==> src/rtl/ch2_pkg.sv <==
// Shared types and helpers for the chapter-2 serial link
// (PISO transmitter and its matching SIPO receiver).
package ch2_pkg;

  typedef enum logic {
    IDLE  = 1'b0,
    SHIFT = 1'b1
  } piso_state_t;

  localparam int MAX_WIDTH = 32;

  // Reverses the low 'width' bits of v; bits at and above 'width' come back as zero.
  function automatic logic [MAX_WIDTH-1:0] reverse_bits(
    input logic [MAX_WIDTH-1:0] v,
    input int                   width
  );
    logic [MAX_WIDTH-1:0] r;
    r = {MAX_WIDTH{1'b0}};
    for (int i = 0; i < MAX_WIDTH; i++) begin
      if (i < width) begin
        r[width-1-i] = v[i];
      end
    end
    return r;
  endfunction

endpackage

==> src/rtl/ch2_piso_tx_if.sv <==
// Word handshake and serial output bundle of the chapter-2 transmitter.
interface ch2_piso_tx_if #(
  parameter int WIDTH = 4
);
  logic             load;
  logic [WIDTH-1:0] data_in;
  logic             ready;
  logic             data_out;
  logic             out_valid;
  logic             last;

  modport master (
    output load, data_in,
    input  ready, data_out, out_valid, last
  );

  modport slave (
    input  load, data_in,
    output ready, data_out, out_valid, last
  );
endinterface

==> src/rtl/ch2_piso_tx.sv <==
// Parallel-in/serial-out transmitter: accepts a WIDTH-bit word on load/ready
// and shifts it out one bit per clock, streaming back-to-back words gap-free.
module ch2_piso_tx
  import ch2_pkg::*;
#(
  parameter int WIDTH     = 4,
  parameter bit MSB_FIRST = 1'b1
) (
  input logic          clk,
  input logic          rst,
  ch2_piso_tx_if.slave bus
);

  localparam int            CW       = (WIDTH > 1) ? $clog2(WIDTH) : 1;
  localparam logic [CW-1:0] CNT_LAST = CW'(WIDTH - 1);

  piso_state_t      state_r;
  logic [CW-1:0]    cnt_r;
  logic [WIDTH-1:0] sh_r;
  logic             out_valid_r;
  logic             last_r;

  logic             at_last_s;
  logic             ready_s;
  logic             accept_s;
  logic [WIDTH-1:0] load_word_s;

  // The register always shifts toward its MSB, so LSB-first words are reversed on load.
  always_comb begin
    if (MSB_FIRST) begin
      load_word_s = bus.data_in;
    end else begin
      load_word_s = WIDTH'(reverse_bits(MAX_WIDTH'(bus.data_in), WIDTH));
    end
  end

  // Handshake: ready in IDLE or on the final bit, so streaming words reload with no gap.
  always_comb begin
    at_last_s = (state_r == SHIFT) && (cnt_r == CNT_LAST);
    ready_s   = !rst && ((state_r == IDLE) || at_last_s);
    accept_s  = bus.load && ready_s;
  end

  // FSM, bit counter, shift register and registered serial flags.
  always_ff @(posedge clk or posedge rst) begin
    if (rst) begin
      state_r     <= IDLE;
      cnt_r       <= {CW{1'b0}};
      sh_r        <= {WIDTH{1'b0}};
      out_valid_r <= 1'b0;
      last_r      <= 1'b0;
    end else if (accept_s) begin
      state_r     <= SHIFT;
      cnt_r       <= {CW{1'b0}};
      sh_r        <= load_word_s;
      out_valid_r <= 1'b1;
      last_r      <= 1'b0;
    end else begin
      case (state_r)
        SHIFT: begin
          if (at_last_s) begin
            state_r     <= IDLE;
            cnt_r       <= {CW{1'b0}};
            sh_r        <= {WIDTH{1'b0}};
            out_valid_r <= 1'b0;
            last_r      <= 1'b0;
          end else begin
            state_r     <= SHIFT;
            cnt_r       <= cnt_r + CW'(1);
            sh_r        <= {sh_r[WIDTH-2:0], 1'b0};
            out_valid_r <= 1'b1;
            last_r      <= ((cnt_r + CW'(1)) == CNT_LAST);
          end
        end
        default: begin
          state_r     <= IDLE;
          cnt_r       <= {CW{1'b0}};
          sh_r        <= {WIDTH{1'b0}};
          out_valid_r <= 1'b0;
          last_r      <= 1'b0;
        end
      endcase
    end
  end

  assign bus.ready     = ready_s;
  assign bus.data_out  = sh_r[WIDTH-1];
  assign bus.out_valid = out_valid_r;
  assign bus.last      = last_r;

endmodule

==> src/flat_wrapper.sv <==
// flat-port wrapper written by rule: the top's interface ports become plain ports
module ch2_piso_tx_flat import ch2_pkg::*;
#(
  parameter int WIDTH     = 4,
  parameter bit MSB_FIRST = 1'b1
)
  (clk, rst, bus_load, bus_data_in, bus_ready, bus_data_out, bus_out_valid, bus_last);
  ch2_piso_tx_if #(.WIDTH(WIDTH)) bus_i ();
  input logic clk;
  input logic rst;
  input wire logic [$bits(bus_i.load)-1:0] bus_load;
  input wire logic [$bits(bus_i.data_in)-1:0] bus_data_in;
  output wire logic [$bits(bus_i.ready)-1:0] bus_ready;
  output wire logic [$bits(bus_i.data_out)-1:0] bus_data_out;
  output wire logic [$bits(bus_i.out_valid)-1:0] bus_out_valid;
  output wire logic [$bits(bus_i.last)-1:0] bus_last;
  assign bus_i.load = bus_load;
  assign bus_i.data_in = bus_data_in;
  assign bus_ready = bus_i.ready;
  assign bus_data_out = bus_i.data_out;
  assign bus_out_valid = bus_i.out_valid;
  assign bus_last = bus_i.last;
  ch2_piso_tx #(.WIDTH(WIDTH), .MSB_FIRST(MSB_FIRST)) u_core (.clk(clk), .rst(rst), .bus(bus_i));
endmodule
==> config.mk <==
export PLATFORM = sky130hd
export DESIGN_NAME = ch2_piso_tx_flat
export DESIGN_NICKNAME = d
export VERILOG_FILES = /design/src/rtl/ch2_pkg.sv /design/src/rtl/ch2_piso_tx_if.sv /design/src/rtl/ch2_piso_tx.sv /design/src/flat_wrapper.sv
export SDC_FILE = /design/constraint.sdc
export NUM_CORES = 1
export LEC_CHECK = 0
export CORE_AREA = 5 5 42 44
export DETAILED_ROUTE_END_ITERATION = 12
export DIE_AREA = 0 0 47 49
export HOLD_SLACK_MARGIN = 0.1
export PLACE_DENSITY = 0.58
export SETUP_SLACK_MARGIN = 0.2
export SLEW_MARGIN = 10
export SYNTH_ARGS = -nofsm -noshare
export SYNTH_HDL_FRONTEND = slang
export SYNTH_SLANG_ARGS = --single-unit
==> constraint.sdc <==
create_clock -name clk -period 1.4 [get_ports clk]
set_input_delay 0.28 -clock clk [delete_from_list [all_inputs] [get_ports clk]]
set_output_delay 0.28 -clock clk [all_outputs]
set_load 0.03 [all_outputs]
==> impl_metrics.env, run 1 <==
export IMPL_gp_congestion=0.751
export IMPL_fmax_ghz=0.654
export IMPL_critical_path_top_delay_family="flip-flops"
export IMPL_power_mw=1.07
export IMPL_critPathSlowestCell="dfrtp_1"
export IMPL_port_buffers=10
export IMPL_synth_seq_cells=8
export IMPL_core_mm2=0.00140
export IMPL_grt_ovfl_total=0
export IMPL_cp_start_kind="flop"
export IMPL_drtIter0Drc=10
export IMPL_die_area_mm2=0.00230
export IMPL_drc=0
export IMPL_p_leak_nw=0.271
export IMPL_path_clk_slew_ps=60
export IMPL_routed_wl_um=751
export IMPL_cts_num_sinks=8
export IMPL_netlist_area_um2=338
export IMPL_synth_nets=36
export IMPL_tritoncts="yes"
export IMPL_grt_start_max_net_pins=9
export IMPL_crit_fanout=2
export IMPL_ctsRootBufferMaster="clkbuf_4"
export IMPL_drt_vias_per_instance=4.33
export IMPL_crit_type="flop to output pin"
export IMPL_antenna_left=0
export IMPL_cp_cell_sequence="ha_2, and2b_2, nor2_4, buf_6"
export IMPL_dr_pass1_iters=4
export IMPL_report_final_slew_viol_count=0
export IMPL_synth_area_leader_cell="dfrtp_1"
export IMPL_htree_levels=1
export IMPL_worst_pin_slew_ps=315
export IMPL_worstPathArrival_ps=1250
export IMPL_hpwlAfterDp_um=534
export IMPL_yosysUniqueCellTypes=12
export IMPL_powerDensity_mw_per_mm2=2010
export IMPL_grt_usage_pct=8.24
export IMPL_synth_most_common_cell="dfrtp_1"
export IMPL_grt_first_pass_wirelength_um=1290
export IMPL_grt_setup_unrepaired="yes"
export IMPL_grt_pass1_vias=284
export IMPL_post_route_period_util_pct=109
export IMPL_synth_commonest_cells="dfrtp_1, a31o_1, and3b_1"
export IMPL_initial_core_util_pct=24.1
export IMPL_synth_edf_count=0
export IMPL_synth_avg_cell_area_um2=12.5
export IMPL_holdWs_ps=370
export IMPL_die_y_um=49
export IMPL_fin_crit_ps=1530
export IMPL_rows=14
export IMPL_synthTopCellsByArea="dfrtp_1, a31o_1, and3b_1"
export IMPL_slowest_delay_ps=360
export IMPL_cts_buffers=3
export IMPL_synthFlopType="dfrtp_1"
export IMPL_vdd_ir_drop_max_mv=0.831
export IMPL_critPathBufInv=1
export IMPL_hold_viol=0
export IMPL_finalSetupViolCount=1
export IMPL_maxCapViolCount=0
export IMPL_fin_tns_setup_ps=-130
export IMPL_die_w_um=47
export IMPL_antenna_found_initial=0
export IMPL_vias=273
export IMPL_area_growth_pct=57.4
export IMPL_yosys_warnings=0
export IMPL_num_io_pins=11
export IMPL_diodes=0
export IMPL_drive_gt1_share_pct=36.2
export IMPL_violations="negative setup slack"
export IMPL_slew_headroom_pct=79.0
export IMPL_clockBufferDepth=2
export IMPL_synth_top_cell_area_share_pct=59.3
export IMPL_final_setup_worst_slack_ps=-130
export IMPL_num_nets_final=57
export IMPL_clock_skew_final_ps=8.86
export IMPL_worst_setup_path_end_kind="output pin"
export IMPL_wire_per_inst_um=11.9
export IMPL_status="complete, but fails checks"
export IMPL_clk_latency_ps=260
export IMPL_ys_seq_area_share_pct=59.3
export IMPL_hold_class="primary input to asynchronous set/reset pin"
export IMPL_syn_inst=27
export IMPL_async_flop_share_pct=100
export IMPL_crit_required_ps=1120
-- metrics by stage --
step           instances  util [%]  area, um^2  setup WS, ps
2_1_floorplan         27         -         347           195
3_3_place_gp          55      34.2         479          93.5
3_5_place_dp          55      34.2         479          78.0
4_1_cts               62      38.0         533          -136
5_1_grt               63      37.9         532          -191
6_report              63      37.9         532          -130
-- worst paths after layout --
check / from / endpoint / slack, ps / depth (start not counted)
max: u_core.cnt_r[1]$_DFF_PP0_ / bus_ready / -130 / 4
min: rst / u_core.cnt_r[0]$_DFF_PP0_ / 370 / 2
max reg2reg: u_core.cnt_r[1]$_DFF_PP0_ / u_core.state_r$_DFF_PP0_ / 70 / 5
min reg2reg: u_core.cnt_r[0]$_DFF_PP0_ / u_core.cnt_r[0]$_DFF_PP0_ / 550 / 2
max in group asynchronous: rst / u_core.state_r$_DFF_PP0_ / 770 / 2
min in group clk: u_core.cnt_r[0]$_DFF_PP0_ / u_core.cnt_r[0]$_DFF_PP0_ / 550 / 2
-- final cells by class --
cell class                 instances  area, um^2
timing repair buffer              16         135
tap                               16        20.0
sequential                         8         201
multi-input combinational         17         141
clock buffer                       4        26.3
fill                             140         870
inverter                           2        7.51
-- cells by family after synthesis --
| logic type | after synthesis | share of synthesized area [%] |
|---|---|---|
| simple gates | 12 | 23.3 |
| flops | 8 | 59.3 |
| compound gates | 3 | 7.78 |
| buf+inv | 2 | 2.22 |
| fa+ha+maj | 2 | 7.41 |
-- worst reg2reg max path, stage by stage, from the launching register on --
cell and delay [ps]:
dfrtp_1 360, ha_2 180, and2b_2 240, buf_4 140, buf_6 100, or2_1 210
-- registers in the layout (all words and copies together), names as in the netlist --
name,count
u_core.state_r,1
u_core.cnt_r,2
u_core.sh_r,4
u_core.bus.last,1
-- layout by cell type, fill, tap and decap left out --
cell type        n
or2_1            1
and3_1           1
clkbuf_1         1
nor2_1           1
clkbuf_4         3
nor2b_1          2
inv_1            2
a31o_1           3
clkdlybuf4s50_1  6
ha_2             1
buf_6            2
ha_1             1
buf_2            3
and2b_2          1
dfrtp_2          1
and2_1           1
buf_4            5
dfrtp_1          7
nor2_4           1
and3b_1          3
nand2b_1         1
-- where the power goes --
part | leakage (nW) | switching, mW | internal (mW)
sequential | 0.103 | 0.0309 | 0.308
combinational | 0.153 | 0.263 | 0.265
clock | 0.0150 | 0.0904 | 0.110
-- routing by layer --
metal	vias up	wire length, um	global-route usage [%]
met4	0	22	6.91
met3	3	74	4.43
met1	127	293	8.80
met5	-	0	0
li1	129	-	-
met2	14	361	11.3
-- timing repair --
item / 4_1_cts / 5_1_grt
setup endpoints to repair: 8 / 9
resized for setup: 14 / 5
hold buffers: 0 / 0
pin swaps: 0 / 0
setup buffers: 3 / 1
endpoints found under the hold margin: 0 / 0
Note: power is estimated with default switching activity, not from simulation.
==> inputs of run 2 (changes only) <==
--- a/config.mk
+++ b/config.mk
@@ -10,8 +10,8 @@
 export DIE_AREA = 0 0 47 49
 export HOLD_SLACK_MARGIN = 0.1
 export PLACE_DENSITY = 0.58
+export REMOVE_ABC_BUFFERS = 1
 export SETUP_SLACK_MARGIN = 0.2
-export SLEW_MARGIN = 10
 export SYNTH_ARGS = -nofsm -noshare
 export SYNTH_HDL_FRONTEND = slang
 export SYNTH_SLANG_ARGS = --single-unit
==> run 2 against run 1 <==
Compared with the run above: the run still ends with negative setup slack left; setup slack worse by 0.63 ps; maximum frequency about the same; clock power down 14%; design area down 2.8%; non-clock buffer count down 1; routed wire length down 12%; cell count down 3.2%.
==> impl_metrics.env, run 2 (synthesized netlist as in run 1, its figures left out) <==
export IMPL_status="complete, but fails checks"
export IMPL_violations="negative setup slack"
export IMPL_utilization_pct=36.9
export IMPL_grtUsageMet3_pct=4.43
export IMPL_final_setup_worst_slack_ps=-130
export IMPL_num_nets_final=56
export IMPL_worstPathArrival_ps=1250
export IMPL_gp_congestion=0.702
export IMPL_fin_area_um2=517
export IMPL_report_final_slew_viol_count=0
export IMPL_diodes=0
export IMPL_multi_input_comb_area_um2=140
export IMPL_antenna_left=0
export IMPL_mostFrequentLayoutCells="dfrtp_1, clkdlybuf4s50_1, buf_4"
export IMPL_hold_class="primary input to asynchronous set/reset pin"
export IMPL_clock_skew_final_ps=1.22
export IMPL_die_area_mm2=0.00230
export IMPL_crit_required_ps=1120
export IMPL_clockBufferDepth=2
export IMPL_post_route_period_util_pct=109
export IMPL_tritoncts="yes"
export IMPL_die_w_um=47
export IMPL_fin_crit_ps=1530
export IMPL_largest_reg_flops=4
export IMPL_grt_pass1_vias=255
export IMPL_dr_pass1_iters=2
export IMPL_rows=14
export IMPL_r2r_start="u_core.cnt_r[1]$_DFF_PP0_"
export IMPL_final_common_cell="dfrtp_1"
export IMPL_fin_tns_setup_ps=-130
export IMPL_use_met1_pct=6.11
export IMPL_cts_buffers=3
export IMPL_crit_fanout=3
export IMPL_rrSetupSlack_ps=210
export IMPL_power_uw=982
export IMPL_ff2ff_path_depth=5
export IMPL_drc=0
export IMPL_hpwlAfterDp_um=467
export IMPL_grt_start_max_net_pins=9
export IMPL_fmax_ghz=0.653
export IMPL_htree_levels=1
export IMPL_vdd_ir_drop_max_mv=0.661
export IMPL_rr_endpoint="u_core.sh_r[1]$_DFF_PP0_"
export IMPL_slew_headroom_pct=79.5
export IMPL_vias=261
export IMPL_crit_type="flop to output pin"
export IMPL_drt_vias_per_instance=4.28
export IMPL_top_usage_layer="met2"
export IMPL_worst_setup_path_end_kind="output pin"
export IMPL_ctsRootBufferMaster="clkbuf_4"
export IMPL_hold_viol=0
export IMPL_clk_latency_ps=250
export IMPL_antenna_found_initial=0
export IMPL_cts_num_sinks=8
export IMPL_grt_usage_pct=6.68
export IMPL_grt_setup_unrepaired="yes"
export IMPL_place_ws_ps=81.0
export IMPL_drtIter0Drc=2
export IMPL_top_register="u_core.sh_r"
export IMPL_cp_start_kind="flop"
export IMPL_die_y_um=49
export IMPL_grt_ovfl_total=0
export IMPL_area_growth_pct=53.0
export IMPL_maxCapViolCount=0
export IMPL_p_leak_nw=0.265
export IMPL_cts_hold_fix_buffers=0
export IMPL_seqCellArea_um2=200
export IMPL_initial_core_util_pct=24.1
export IMPL_dpl_cell_area_um2=470
export IMPL_routed_wl_um=663
export IMPL_drive_gt1_share_pct=31.1
export IMPL_finalSetupViolCount=1
export IMPL_grt_use_met2_pct=9.73
export IMPL_wire_per_inst_um=10.9
export IMPL_worst_pin_slew_ps=308
export IMPL_fill_cells=154
export IMPL_powerDensity_mw_per_mm2=1900
export IMPL_port_buffers=10
export IMPL_core_mm2=0.00140
export IMPL_grt_first_pass_wirelength_um=986
export IMPL_path_clk_slew_ps=50
export IMPL_top_regs="u_core.sh_r x4, u_core.cnt_r x2"
export IMPL_num_io_pins=11
run 2: timing repair:
action,in CTS,in global routing
buffers inserted,3,0
gates resized for setup,12,4
gates cloned,0,0
endpoints found under the setup margin,5,6
pin swaps,1,0
run 2: final cells by class:
cell class                 count  share of cell area [%]
sequential                     8                    38.7
tap                           16                    3.87
multi-input combinational     17                    27.1
inverter                       2                    1.45
timing repair buffer          15                    24.5
clock buffer                   3                    4.36
run 2: per-layer routing:
metal	up-vias	wire length (um)
li1	127	-
met1	121	264
met2	11	331
met3	2	60
met4	0	7
met5	-	0
run 2: worst max-delay path by stage:
stage                 to                       from
6_report       bus_ready  u_core.cnt_r[1]$_DFF_PP0_
3_5_place_dp   bus_ready  u_core.cnt_r[0]$_DFF_PP0_
3_3_place_gp   bus_ready  u_core.cnt_r[0]$_DFF_PP0_
5_1_grt        bus_ready  u_core.cnt_r[0]$_DFF_PP0_
4_1_cts        bus_ready  u_core.cnt_r[0]$_DFF_PP0_
2_1_floorplan  bus_ready   u_core.state_r$_DFF_PP0_
run 2: report_power, final:
group / switching (mW) / internal (mW)
sequential: 0.0304 / 0.306
combinational: 0.242 / 0.232
clock: 0.0743 / 0.0978
total: 0.346 / 0.636
run 2: through the flow:
stage / std cells / hold WS, ps
4_1_cts: 61 / 337
3_3_place_gp: 55 / 450
6_report: 61 / 339
3_5_place_dp: 55 / 456
2_1_floorplan: 27 / 95.7
5_1_grt: 61 / 352
run 2: critical path: stages (launching register included):
cell     delay (ps)
dfrtp_1         390
ha_2            190
and2b_1         220
nor2_1           50
buf_4           160
